==> src/rtl/mbist_pkg.sv <==
// Shared types and the March C- element table for the memory BIST sequencer.
package mbist_pkg;

  typedef enum logic [2:0] {IDLE, LOAD, RUN, DRAIN, DONE} state_t;
  typedef enum logic [1:0] {OP_R0, OP_R1, OP_W0, OP_W1} op_t;

  localparam int NUM_ELEM = 6;
  localparam int ELEM_W   = 3;

  typedef struct packed {
    logic dn;       // 1: addresses run from all-1 down to 0
    logic two_ops;  // 1: op0 then op1 on the same address
    op_t  op0;
    op_t  op1;
  } elem_t;

  // {UP(w0); UP(r0,w1); UP(r1,w0); DN(r0,w1); DN(r1,w0); UP(r0)}
  function automatic elem_t elem_lookup(input logic [ELEM_W-1:0] idx);
    case (idx)
      3'd0:    elem_lookup = '{1'b0, 1'b0, OP_W0, OP_W0};
      3'd1:    elem_lookup = '{1'b0, 1'b1, OP_R0, OP_W1};
      3'd2:    elem_lookup = '{1'b0, 1'b1, OP_R1, OP_W0};
      3'd3:    elem_lookup = '{1'b1, 1'b1, OP_R0, OP_W1};
      3'd4:    elem_lookup = '{1'b1, 1'b1, OP_R1, OP_W0};
      default: elem_lookup = '{1'b0, 1'b0, OP_R0, OP_R0};
    endcase
  endfunction

  function automatic logic is_read(input op_t op);
    return (op == OP_R0) || (op == OP_R1);
  endfunction

  // Background value carried by an op: r1/w1 use all-1, r0/w0 all-0.
  function automatic logic op_bg(input op_t op);
    return (op == OP_R1) || (op == OP_W1);
  endfunction

endpackage

==> src/rtl/mbist_counter.sv <==
// Loadable up/down counter used as the BIST address generator.
module mbist_counter #(
  parameter int LENGTH = 10
) (
  input  logic              clk,
  input  logic              rst,
  input  logic              ld,
  input  logic [LENGTH-1:0] d_in,
  input  logic              cen,
  input  logic              u_d,
  output logic [LENGTH-1:0] q,
  output logic              cout
);

  // NOTE: sequential state is updated with <= so every flop samples pre-edge values.
  always_ff @(posedge clk or posedge rst) begin
    if (rst)       q <= '0;
    else if (ld)   q <= d_in;
    else if (cen)  q <= u_d ? q + 1'b1 : q - 1'b1;
  end

  assign cout = u_d ? (&q) : ~(|q);

endmodule

==> src/rtl/mbist_controller.sv <==
// March C- BIST sequencer for one single-port synchronous SRAM.
// Define MBIST_FAIL_LOG_EN to add the first-mismatch log (fail_addr, fail_data).
module mbist_controller
  import mbist_pkg::*;
#(
  parameter int ADDR_W = 10,
  parameter int DATA_W = 8
) (
  input  logic              clk,
  input  logic              rst,
  input  logic              start,
  output logic [ADDR_W-1:0] mem_addr,
  output logic              mem_we,
  output logic              mem_re,
  output logic [DATA_W-1:0] mem_wdata,
  input  logic [DATA_W-1:0] mem_rdata,
  output logic              busy,
  output logic              done,
  output logic              pass
`ifdef MBIST_FAIL_LOG_EN
  ,
  output logic [ADDR_W-1:0] fail_addr,
  output logic [DATA_W-1:0] fail_data
`endif
);

  state_t              state_q, state_d;
  logic [ELEM_W-1:0]   elem_q, elem_d;
  logic                op_q, op_d;
  logic                done_q, mismatch_q;
  logic                cmp_valid_q, cmp_exp_q;
  elem_t               elem;
  op_t                 cur_op;
  logic                last_op, at_term, start_ok, cmp_fail;
  logic                cnt_ld, cnt_cen, cnt_ud, cnt_cout;
  logic [ADDR_W-1:0]   cnt_d;

  mbist_counter #(.LENGTH(ADDR_W)) u_addr_cnt (
    .clk  (clk),
    .rst  (rst),
    .ld   (cnt_ld),
    .d_in (cnt_d),
    .cen  (cnt_cen),
    .u_d  (cnt_ud),
    .q    (mem_addr),
    .cout (cnt_cout)
  );

  always_comb begin
    elem    = elem_lookup(elem_q);
    cur_op  = op_q ? elem.op1 : elem.op0;
    last_op = !elem.two_ops || op_q;
    at_term = elem.dn ? (mem_addr == '0) : (mem_addr == '1);
  end

  // NOTE: every always_comb output gets a default first so no path infers a latch.
  always_comb begin
    state_d = state_q;
    elem_d  = elem_q;
    op_d    = op_q;
    cnt_ld  = 1'b0;
    cnt_d   = {ADDR_W{elem.dn}};
    cnt_cen = 1'b0;
    cnt_ud  = !elem.dn;
    mem_we  = 1'b0;
    mem_re  = 1'b0;
    case (state_q)
      IDLE: if (start) begin
        state_d = LOAD;
        elem_d  = '0;
        op_d    = 1'b0;
      end
      LOAD: begin
        cnt_ld  = 1'b1;
        state_d = RUN;
      end
      RUN: begin
        mem_re = is_read(cur_op);
        mem_we = !is_read(cur_op);
        if (!last_op) begin
          op_d = 1'b1;
        end else begin
          op_d = 1'b0;
          // Element ends on the terminal address; wrap only happens through LOAD.
          if (!at_term) begin
            cnt_cen = 1'b1;
          end else if (elem_q == ELEM_W'(NUM_ELEM - 1)) begin
            state_d = DRAIN;
          end else begin
            elem_d  = elem_q + 1'b1;
            state_d = LOAD;
          end
        end
      end
      DRAIN:   state_d = DONE;
      DONE:    state_d = IDLE;
      default: state_d = IDLE;
    endcase
  end

  assign start_ok  = (state_q == IDLE) && start;
  assign cmp_fail  = cmp_valid_q && (mem_rdata != {DATA_W{cmp_exp_q}});
  assign mem_wdata = mem_we ? {DATA_W{op_bg(cur_op)}} : '0;
  assign busy      = state_q inside {LOAD, RUN, DRAIN};
  assign done      = done_q;
  assign pass      = done_q && !mismatch_q;

  always_ff @(posedge clk or posedge rst) begin
    if (rst) begin
      state_q <= IDLE;
      elem_q  <= '0;
      op_q    <= 1'b0;
    end else begin
      state_q <= state_d;
      elem_q  <= elem_d;
      op_q    <= op_d;
    end
  end

  // A read in cycle N is checked against its expected background in cycle N+1.
  always_ff @(posedge clk or posedge rst) begin
    if (rst) begin
      cmp_valid_q <= 1'b0;
      cmp_exp_q   <= 1'b0;
      done_q      <= 1'b0;
      mismatch_q  <= 1'b0;
    end else begin
      cmp_valid_q <= mem_re;
      cmp_exp_q   <= op_bg(cur_op);
      if (start_ok) begin
        done_q     <= 1'b0;
        mismatch_q <= 1'b0;
      end else begin
        if (state_q == DRAIN) done_q     <= 1'b1;
        if (cmp_fail)         mismatch_q <= 1'b1;
      end
    end
  end

`ifdef MBIST_FAIL_LOG_EN
  logic [ADDR_W-1:0] cmp_addr_q;

  always_ff @(posedge clk or posedge rst) begin
    if (rst) begin
      cmp_addr_q <= '0;
      fail_addr  <= '0;
      fail_data  <= '0;
    end else begin
      cmp_addr_q <= mem_addr;
      if (start_ok) begin
        fail_addr <= '0;
        fail_data <= '0;
      end else if (cmp_fail && !mismatch_q) begin
        fail_addr <= cmp_addr_q;
        fail_data <= mem_rdata;
      end
    end
  end
`endif

  // The counter's own terminal flag must agree with the address compare.
  always_ff @(posedge clk) begin
    if (!rst && state_q == RUN && last_op && at_term) assert (cnt_cout);
  end

endmodule

==> config.mk <==
export PLATFORM = sky130hd
export DESIGN_NAME = mbist_controller
export DESIGN_NICKNAME = d
export VERILOG_FILES = /design/src/rtl/mbist_pkg.sv /design/src/rtl/mbist_counter.sv /design/src/rtl/mbist_controller.sv
export SDC_FILE = /design/constraint.sdc
export NUM_CORES = 1
export LEC_CHECK = 0
export ABC_AREA = 1
export BUFFER_PORTS_ARGS = -buffer_cell sky130_fd_sc_hd__clkbuf_2
export CORE_UTILIZATION = 55
export CTS_CLUSTER_SIZE = 12
export DETAILED_ROUTE_END_ITERATION = 8
export GPL_ROUTABILITY_DRIVEN = 0
export MAX_ROUTING_LAYER = met4
export PLACE_DENSITY = 0.86
export SYNTH_ARGS = -nofsm -noshare
export SYNTH_HDL_FRONTEND = slang
export SYNTH_SLANG_ARGS = --single-unit
==> constraint.sdc <==
create_clock -name clk -period 2.81 [get_ports clk]
set_input_delay 0.281 -clock clk [delete_from_list [all_inputs] [get_ports clk]]
set_output_delay 0.281 -clock clk [all_outputs]
set_load 0.005 [all_outputs]
==> results.md, run 1 <==
- Most used standard cell by instance count after synthesis: sky130_fd_sc_hd__nand2_1
- Synthesized area per cell: 6.79 µm²
- Static Leakage: 1.13 nW
- Switching Power: 0.000788 W
- Portion of total power attributed to sequential cells: 32.6%
- Effective utilization at floorplan: 60.0%
- Power share of the clock group: 9.4%
- Antenna violations before repair: 0
- Post-layout nets: 308
- Yosys warning count: 0
- Type of destination of the critical path: flip-flop
- Number of clock sinks seen by CTS: 21
- Register bit total from synthesis: 21
- CTS tree: yes
- Post-CTS setup repair buffer count: 0
- Pwr Density: 829 mW/mm²
- Layout overhead on the synthesized area: 10.8%
- Final number of setup-violating endpoints: 0
- Average wire per standard cell: 11.7 µm
- Startpoint class of the critical path: flip-flop
- Clock network latency to the later pin of the worst-skew pair: 0.31 ns
- Most frequent cells after synthesis: 82 x sky130_fd_sc_hd__nand2_1, 33 x sky130_fd_sc_hd__nor2_1, 30 x sky130_fd_sc_hd__inv_1
- Proportion of netlist area held by the largest area contributor: 30.7%
- Required time at the worst-slack endpoint: 3.02 ns
- Critical path data arrival time: 2.70 ns
- Count of cells resized by post-cts repair: 0
- Slowest stage cell on the critical path: sky130_fd_sc_hd__ha_1
- Family with the most delay on the worst path: simple AND/OR/NAND/NOR gates
- Die Span Y: 57.8 µm
- TritonRoute pass-1 iters: 6
- Status: complete, but fails checks
- Number of buffers added by the clock tree synthesis step: 3
- Number of standard cells after synthesis: 252
- Share of flip-flops with an asynchronous set or reset: 100%
- # rows: 19
- Diodes inserted: 0
- Worst clock skew: 0.0120 ns
- Setup slack of the most critical reg-to-reg path: 0.32 ns
- Maximum clock insertion buffer count: 2
- Worst slack at placement: around 0.38 ns
- Top cells by area in the synthesized netlist: sky130_fd_sc_hd__dfrtp_1 31%, sky130_fd_sc_hd__nand2_1 18%, sky130_fd_sc_hd__ha_1 9.5%
- Net switching share of the total power: ~50%
- Count of flip-flops with a built-in enable after synthesis: 0
- Setup tns final: 0 ns
- Cell type with the largest total area after synthesis: sky130_fd_sc_hd__dfrtp_1
- Post-route setup slack: 0.316 ns
- Number of buffers added on ports: 33
- Final routed wirelength across all metal layers: 3.67 mm
- Remaining DRCs: 1
- Kind of critical path: flip-flop to flip-flop
- Die extent in x: 57.8 µm
- Fraction of power consumed by combinational cells: 58.0%
- Total number of H-tree levels: 1
- Critical path buffers and inverters: 1
- Full die area: between 0.003 and 0.004 mm²
- Worst min-delay path category: input port to asynchronous set/reset pin
- Grt total ovfl: 0
- Synth Cell Area: 0.00171 mm²
- Highest clock frequency the design can meet: 401 MHz
- Cell type with the highest occurrence count on the critical path: sky130_fd_sc_hd__nand2_1
- Largest voltage drop on the vdd net: 0.000512 V
- List of cells traversed by the critical path: inv_1 > ha_1 > nand2_1 > nand2_1 > ha_1 > or2_2 > nand3_1 > nand2_1 > xnor2_1 > nor2_1 > nor2_1 > nand2_1
- Number of DRC markers after the initial detailed-route iteration: 90
- Top-level port count: 34
- Detailed-route vias per instance: 5.28
- Total routing resource utilization after global routing: between 20% and 30%
- Hold Violations, Final: 0
- Violated checks: DRC
- Remaining antenna violation count after routing: 0
- RSZ-0062 raised after global routing: no
- Final critical-path required period: 2.49 ns
- Vias in the first global route: 1472
- Max-cap violations: 0
- Top fanout value on the critical path: 10
- Largest net degree at the start of global routing: 22
- Synth cell types: 27
- Fraction of final layout cells with drive strength greater than 1: 17.7%
- Post-Synthesis Net Count: 277
- Post-DP HPWL: around 2.9 mm
- Actual transition at the worst max-transition pin: about 0.8 ns
- Proportion of synthesized chip area in sequential cells: 30.7%
- Primary flip-flop cell chosen by synthesis mapping: sky130_fd_sc_hd__dfrtp_1
- Total count of max-transition violations in the final report: 0
- Floorplan Core Area: 0.00285 mm²
- Relative slew margins: 46.6%
- Clock slew at reported path FFs: between 0.1 and 0.15 ns
- Root Buffer: sky130_fd_sc_hd__clkbuf_4
- Total via count in the routed design: about 1700
- Internal power of the cells: 0.000783 W
- Slowest stage delay, CP: 0.42 ns
- First-pass GRT wire length: 6.29 mm
- Share of the cycle needed by the critical path after routing: slightly below 90%
- Post-cts hold buffer count: 0
- Pwr Total: between 0.0015 and 0.002 W
==> routing by layer <==
layer	up-vias	wire length (µm)	track usage (%)
met5	-	0	-
met4	0	15	6.46
met3	2	210	4.69
met2	54	1690	38.9
met1	734	1760	33.6
li1	864	-	-
==> worst paths after layout <==
check | depth (start not counted) | start | endpoint
max in group asynchronous | 2 | rst | state_q[0]$_DFFE_PP0P_
max reg2reg | 12 | elem_q[0]$_DFFE_PP0P_ | u_addr_cnt.q[6]$_DFFE_PP0P_
min in group clk | 3 | start | state_q[1]$_DFFE_PP0P_
min reg2reg | 2 | mismatch_q$_DFFE_PP0P_ | mismatch_q$_DFFE_PP0P_
min | 2 | rst | state_q[1]$_DFFE_PP0P_
max | 12 | elem_q[0]$_DFFE_PP0P_ | u_addr_cnt.q[6]$_DFFE_PP0P_
==> metrics by stage <==
step	hold WS, ns	instances	instance area [µm²]	utilization [%]
after floorplan	0.258	252	1710	-
after global placement	0.449	309	1860	65.3
after detailed placement	0.463	309	1860	65.3
after CTS	0.104	313	1890	66.2
after global routing	0.135	313	1890	66.4
final	0.0757	313	1890	66.4
==> placed cells by master (no fill, tap or decap), types with 3 or more instances in the layout <==
| cell type | instances |
|---|---|
| sky130_fd_sc_hd__ha_1 | 13 |
| sky130_fd_sc_hd__clkbuf_4 | 3 |
| sky130_fd_sc_hd__a21oi_1 | 7 |
| sky130_fd_sc_hd__o21ai_0 | 10 |
| sky130_fd_sc_hd__nor3_1 | 4 |
| sky130_fd_sc_hd__inv_1 | 30 |
| sky130_fd_sc_hd__nand3_1 | 14 |
| sky130_fd_sc_hd__inv_2 | 3 |
| sky130_fd_sc_hd__dfrtp_1 | 21 |
| sky130_fd_sc_hd__or2_2 | 3 |
| sky130_fd_sc_hd__nand2_1 | 82 |
| sky130_fd_sc_hd__clkbuf_2 | 33 |
| sky130_fd_sc_hd__nand4_1 | 8 |
| sky130_fd_sc_hd__nor2_1 | 33 |
==> power groups by stage <==
stage | Combinational [W] | Sequential [W] | Clock, W
floorplan | 0.000667 | 0.000497 | 0
CTS | 0.000904 | 0.000510 | 0.000155
detailed placement | 0.000899 | 0.000517 | 0
global route | 0.00104 | 0.000527 | 0.000165
finish | 0.000911 | 0.000512 | 0.000148
global placement | 0.000875 | 0.000515 | 0
==> registers in the layout (all words and copies together), names as in the netlist <==
register,cells
done,1
u_addr_cnt.q,10
cmp_exp_q,1
op_q,1
elem_q,3
state_q,3
mismatch_q,1
cmp_valid_q,1
==> cell type report <==
class                      instances  area [µm²]
sequential                        21         526
multi-input combinational        191        1010
fill                             255         958
inverter                          33         124
clock inverter                     1        5.00
timing repair buffer              33         165
tap                               31        38.8
clock buffer                       3        22.5
==> cells by family (layout without fill, tap and decap cells) <==
group / after synthesis / in the layout / share of synthesized area [%]
AO/OA/AOI/OAI: 24 / 24 / 8.12
XOR/XNOR: 3 / 3 / 1.54
adder cells (fa/ha/maj): 14 / 14 / 10.7
buffers and inverters: 40 / 70 / 10.3
flip-flops: 21 / 21 / 30.7
AND/OR/NAND/NOR: 150 / 150 / 38.6
Power figures use the tool's default switching activity.
==> run 2, diff against run 1 <==
- BUFFER_PORTS_ARGS: -buffer_cell sky130_fd_sc_hd__clkbuf_2 -> unset
- CORE_UTILIZATION: 55 -> 60
- DONT_BUFFER_PORTS: unset -> 1
- PLACE_DENSITY: 0.86 -> 0.79
==> results.md, run 2 (synthesis gave the netlist of run 1 again) <==
- Status: completed
- # rows: 18
- Number of DRC markers after the initial detailed-route iteration: 72
- Effective utilization at floorplan: roughly 66%
- Post-route setup slack: ~0.32 ns
- Top-level port count: 34
- Fraction of final layout cells with drive strength greater than 1: 6.80%
- Maximum clock insertion buffer count: 2
- Worst clock skew: 0.00279 ns
- Highest clock frequency the design can meet: 401 MHz
- Clock slew at reported path FFs: 0.12 ns
- Required time at the worst-slack endpoint: 3.03 ns
- Remaining DRCs: 0
- Vias in the first global route: 1466
- Count of cells resized by post-cts repair: 0
- Pwr Density: 855 mW/mm²
- First-pass GRT wire length: 6.38 mm
- RSZ-0062 raised after global routing: no
- Floorplan Core Area: about 0.0026 mm²
- Die Span Y: 55.4 µm
- Instance area after placement: 0.00170 mm²
- Setup tns final: 0 ns
- Register with the highest flop count: u_addr_cnt.q
- Share of the cycle needed by the critical path after routing: ~89%
- Final routed wirelength across all metal layers: 3.59 mm
- Root Buffer: sky130_fd_sc_hd__clkbuf_4
- Largest voltage drop on the vdd net: 0.000665 V
- Relative slew margins: 44.9%
- Type of destination of the critical path: flip-flop
- Total via count in the routed design: between 1500 and 2000
- Hold Violations, Final: 0
- Average wire per standard cell: 12.8 µm
- Number of buffers added by the clock tree synthesis step: 3
- Full die area: ~0.0031 mm²
- Max reg flops: 10
- Antenna violations before repair: 0
- Post-layout nets: about 280
- Number of buffers added on ports: 0
- Clock network latency to the later pin of the worst-skew pair: 0.31 ns
- Final Instance Area: 0.00173 mm²
- TritonRoute pass-1 iters: 5
- Commonest non-fill, non-tap cell in the layout: sky130_fd_sc_hd__nand2_1
- Total routing resource utilization after global routing: 26.6%
- Final number of setup-violating endpoints: 0
- Total number of H-tree levels: 1
- Detailed-route vias per instance: ~5.5
- Worst min-delay path category: input port to asynchronous set/reset pin
- Total count of max-transition violations in the final report: 0
- Top fanout value on the critical path: 10
- Number of clock sinks seen by CTS: 21
- Largest net degree at the start of global routing: 22
- Static Leakage: about 0.99 nW
- Startpoint class of the critical path: flip-flop
- Actual transition at the worst max-transition pin: 0.825 ns
- Diodes inserted: 0
- Max-cap violations: 0
- CTS tree: yes
- Final critical-path required period: around 2.5 ns
- Post-cts hold buffer count: 0
- Post-CTS setup repair buffer count: 0
- Die extent in x: 55.4 µm
- Grt total ovfl: 0
- Largest registers in the final layout: u_addr_cnt.q: 10 flops, elem_q: 3 flops, state_q: 3 flops
- Most used cells in the layout excluding fill and tap cells: 82 x sky130_fd_sc_hd__nand2_1, 33 x sky130_fd_sc_hd__nor2_1, 30 x sky130_fd_sc_hd__inv_1
- Critical path data arrival time: 2.71 ns
- Post-DP HPWL: 2.77 mm
- Layout overhead on the synthesized area: 1.17%
- Kind of critical path: flip-flop to flip-flop
- Remaining antenna violation count after routing: 0
- Worst slack at placement: roughly 0.4 ns
==> run 2: per-layer routing <==
metal	vias to the layer above	share of wire, %	global-route usage (%)
met4	0	2.5	7.50
met1	649	46	36.9
li1	800	-	-
met3	12	8.4	3.75
met5	-	0	-
met2	73	43	40.8
==> run 2: area by class of cell <==
type	count	area [µm²]
repair buffers	1	7.51
fillers	235	860
multi-input cells	191	1010
well taps	30	37.5
clock inverters	1	5.00
flip-flops and latches	21	526
clock buffers	3	22.5
inverters	33	124
==> run 2: worst max-delay path, stage by stage, from the launching register on <==
cell                      delay [ns]
sky130_fd_sc_hd__dfrtp_1        0.41
sky130_fd_sc_hd__inv_1          0.09
sky130_fd_sc_hd__ha_1           0.21
sky130_fd_sc_hd__nand2_1        0.11
sky130_fd_sc_hd__nand2_1        0.27
sky130_fd_sc_hd__ha_1           0.43
sky130_fd_sc_hd__or2_2          0.31
sky130_fd_sc_hd__nand3_1        0.09
sky130_fd_sc_hd__nand2_1        0.07
sky130_fd_sc_hd__xnor2_1        0.19
sky130_fd_sc_hd__nor2_1         0.08
sky130_fd_sc_hd__nor2_1         0.08
sky130_fd_sc_hd__nand2_1        0.05
==> run 2: per-stage QoR <==
stage | power, W | std cells | utilization, % | hold slack, ns
global route | 0.00163 | 280 | 66.8 | 0.0745
global placement | 0.00132 | 276 | 65.7 | 0.368
finish | 0.00148 | 280 | 66.8 | 0.00309
floorplan | 0.00116 | 252 | - | 0.258
CTS | 0.00149 | 280 | 66.8 | 0.0288
detailed placement | 0.00133 | 276 | 65.7 | 0.379
==> run 2: final timing paths <==
| check | start | end | slack [ns] | cells after the start |
|---|---|---|---|---|
| max in group asynchronous | rst | elem_q[0]$_DFFE_PP0P_ | 2.30 | 1 |
| min in group clk | start | done$_DFFE_PP0P_ | 0.19 | 3 |
| worst max register to register | elem_q[0]$_DFFE_PP0P_ | u_addr_cnt.q[6]$_DFFE_PP0P_ | 0.32 | 12 |
| worst min-delay path | rst | u_addr_cnt.q[6]$_DFFE_PP0P_ | 0.003 | 1 |
| worst max-delay path | elem_q[0]$_DFFE_PP0P_ | u_addr_cnt.q[6]$_DFFE_PP0P_ | 0.32 | 12 |
| worst min register to register | mismatch_q$_DFFE_PP0P_ | mismatch_q$_DFFE_PP0P_ | 0.53 | 2 |
==> run 2: report_power, final <==
group / leakage (nW) / switching, W / internal [W]
combinational: 0.689 / 0.000533 / 0.000269
sequential: 0.283 / 0.000127 / 0.000399
clock: 0.0177 / 0.0000984 / 0.0000532
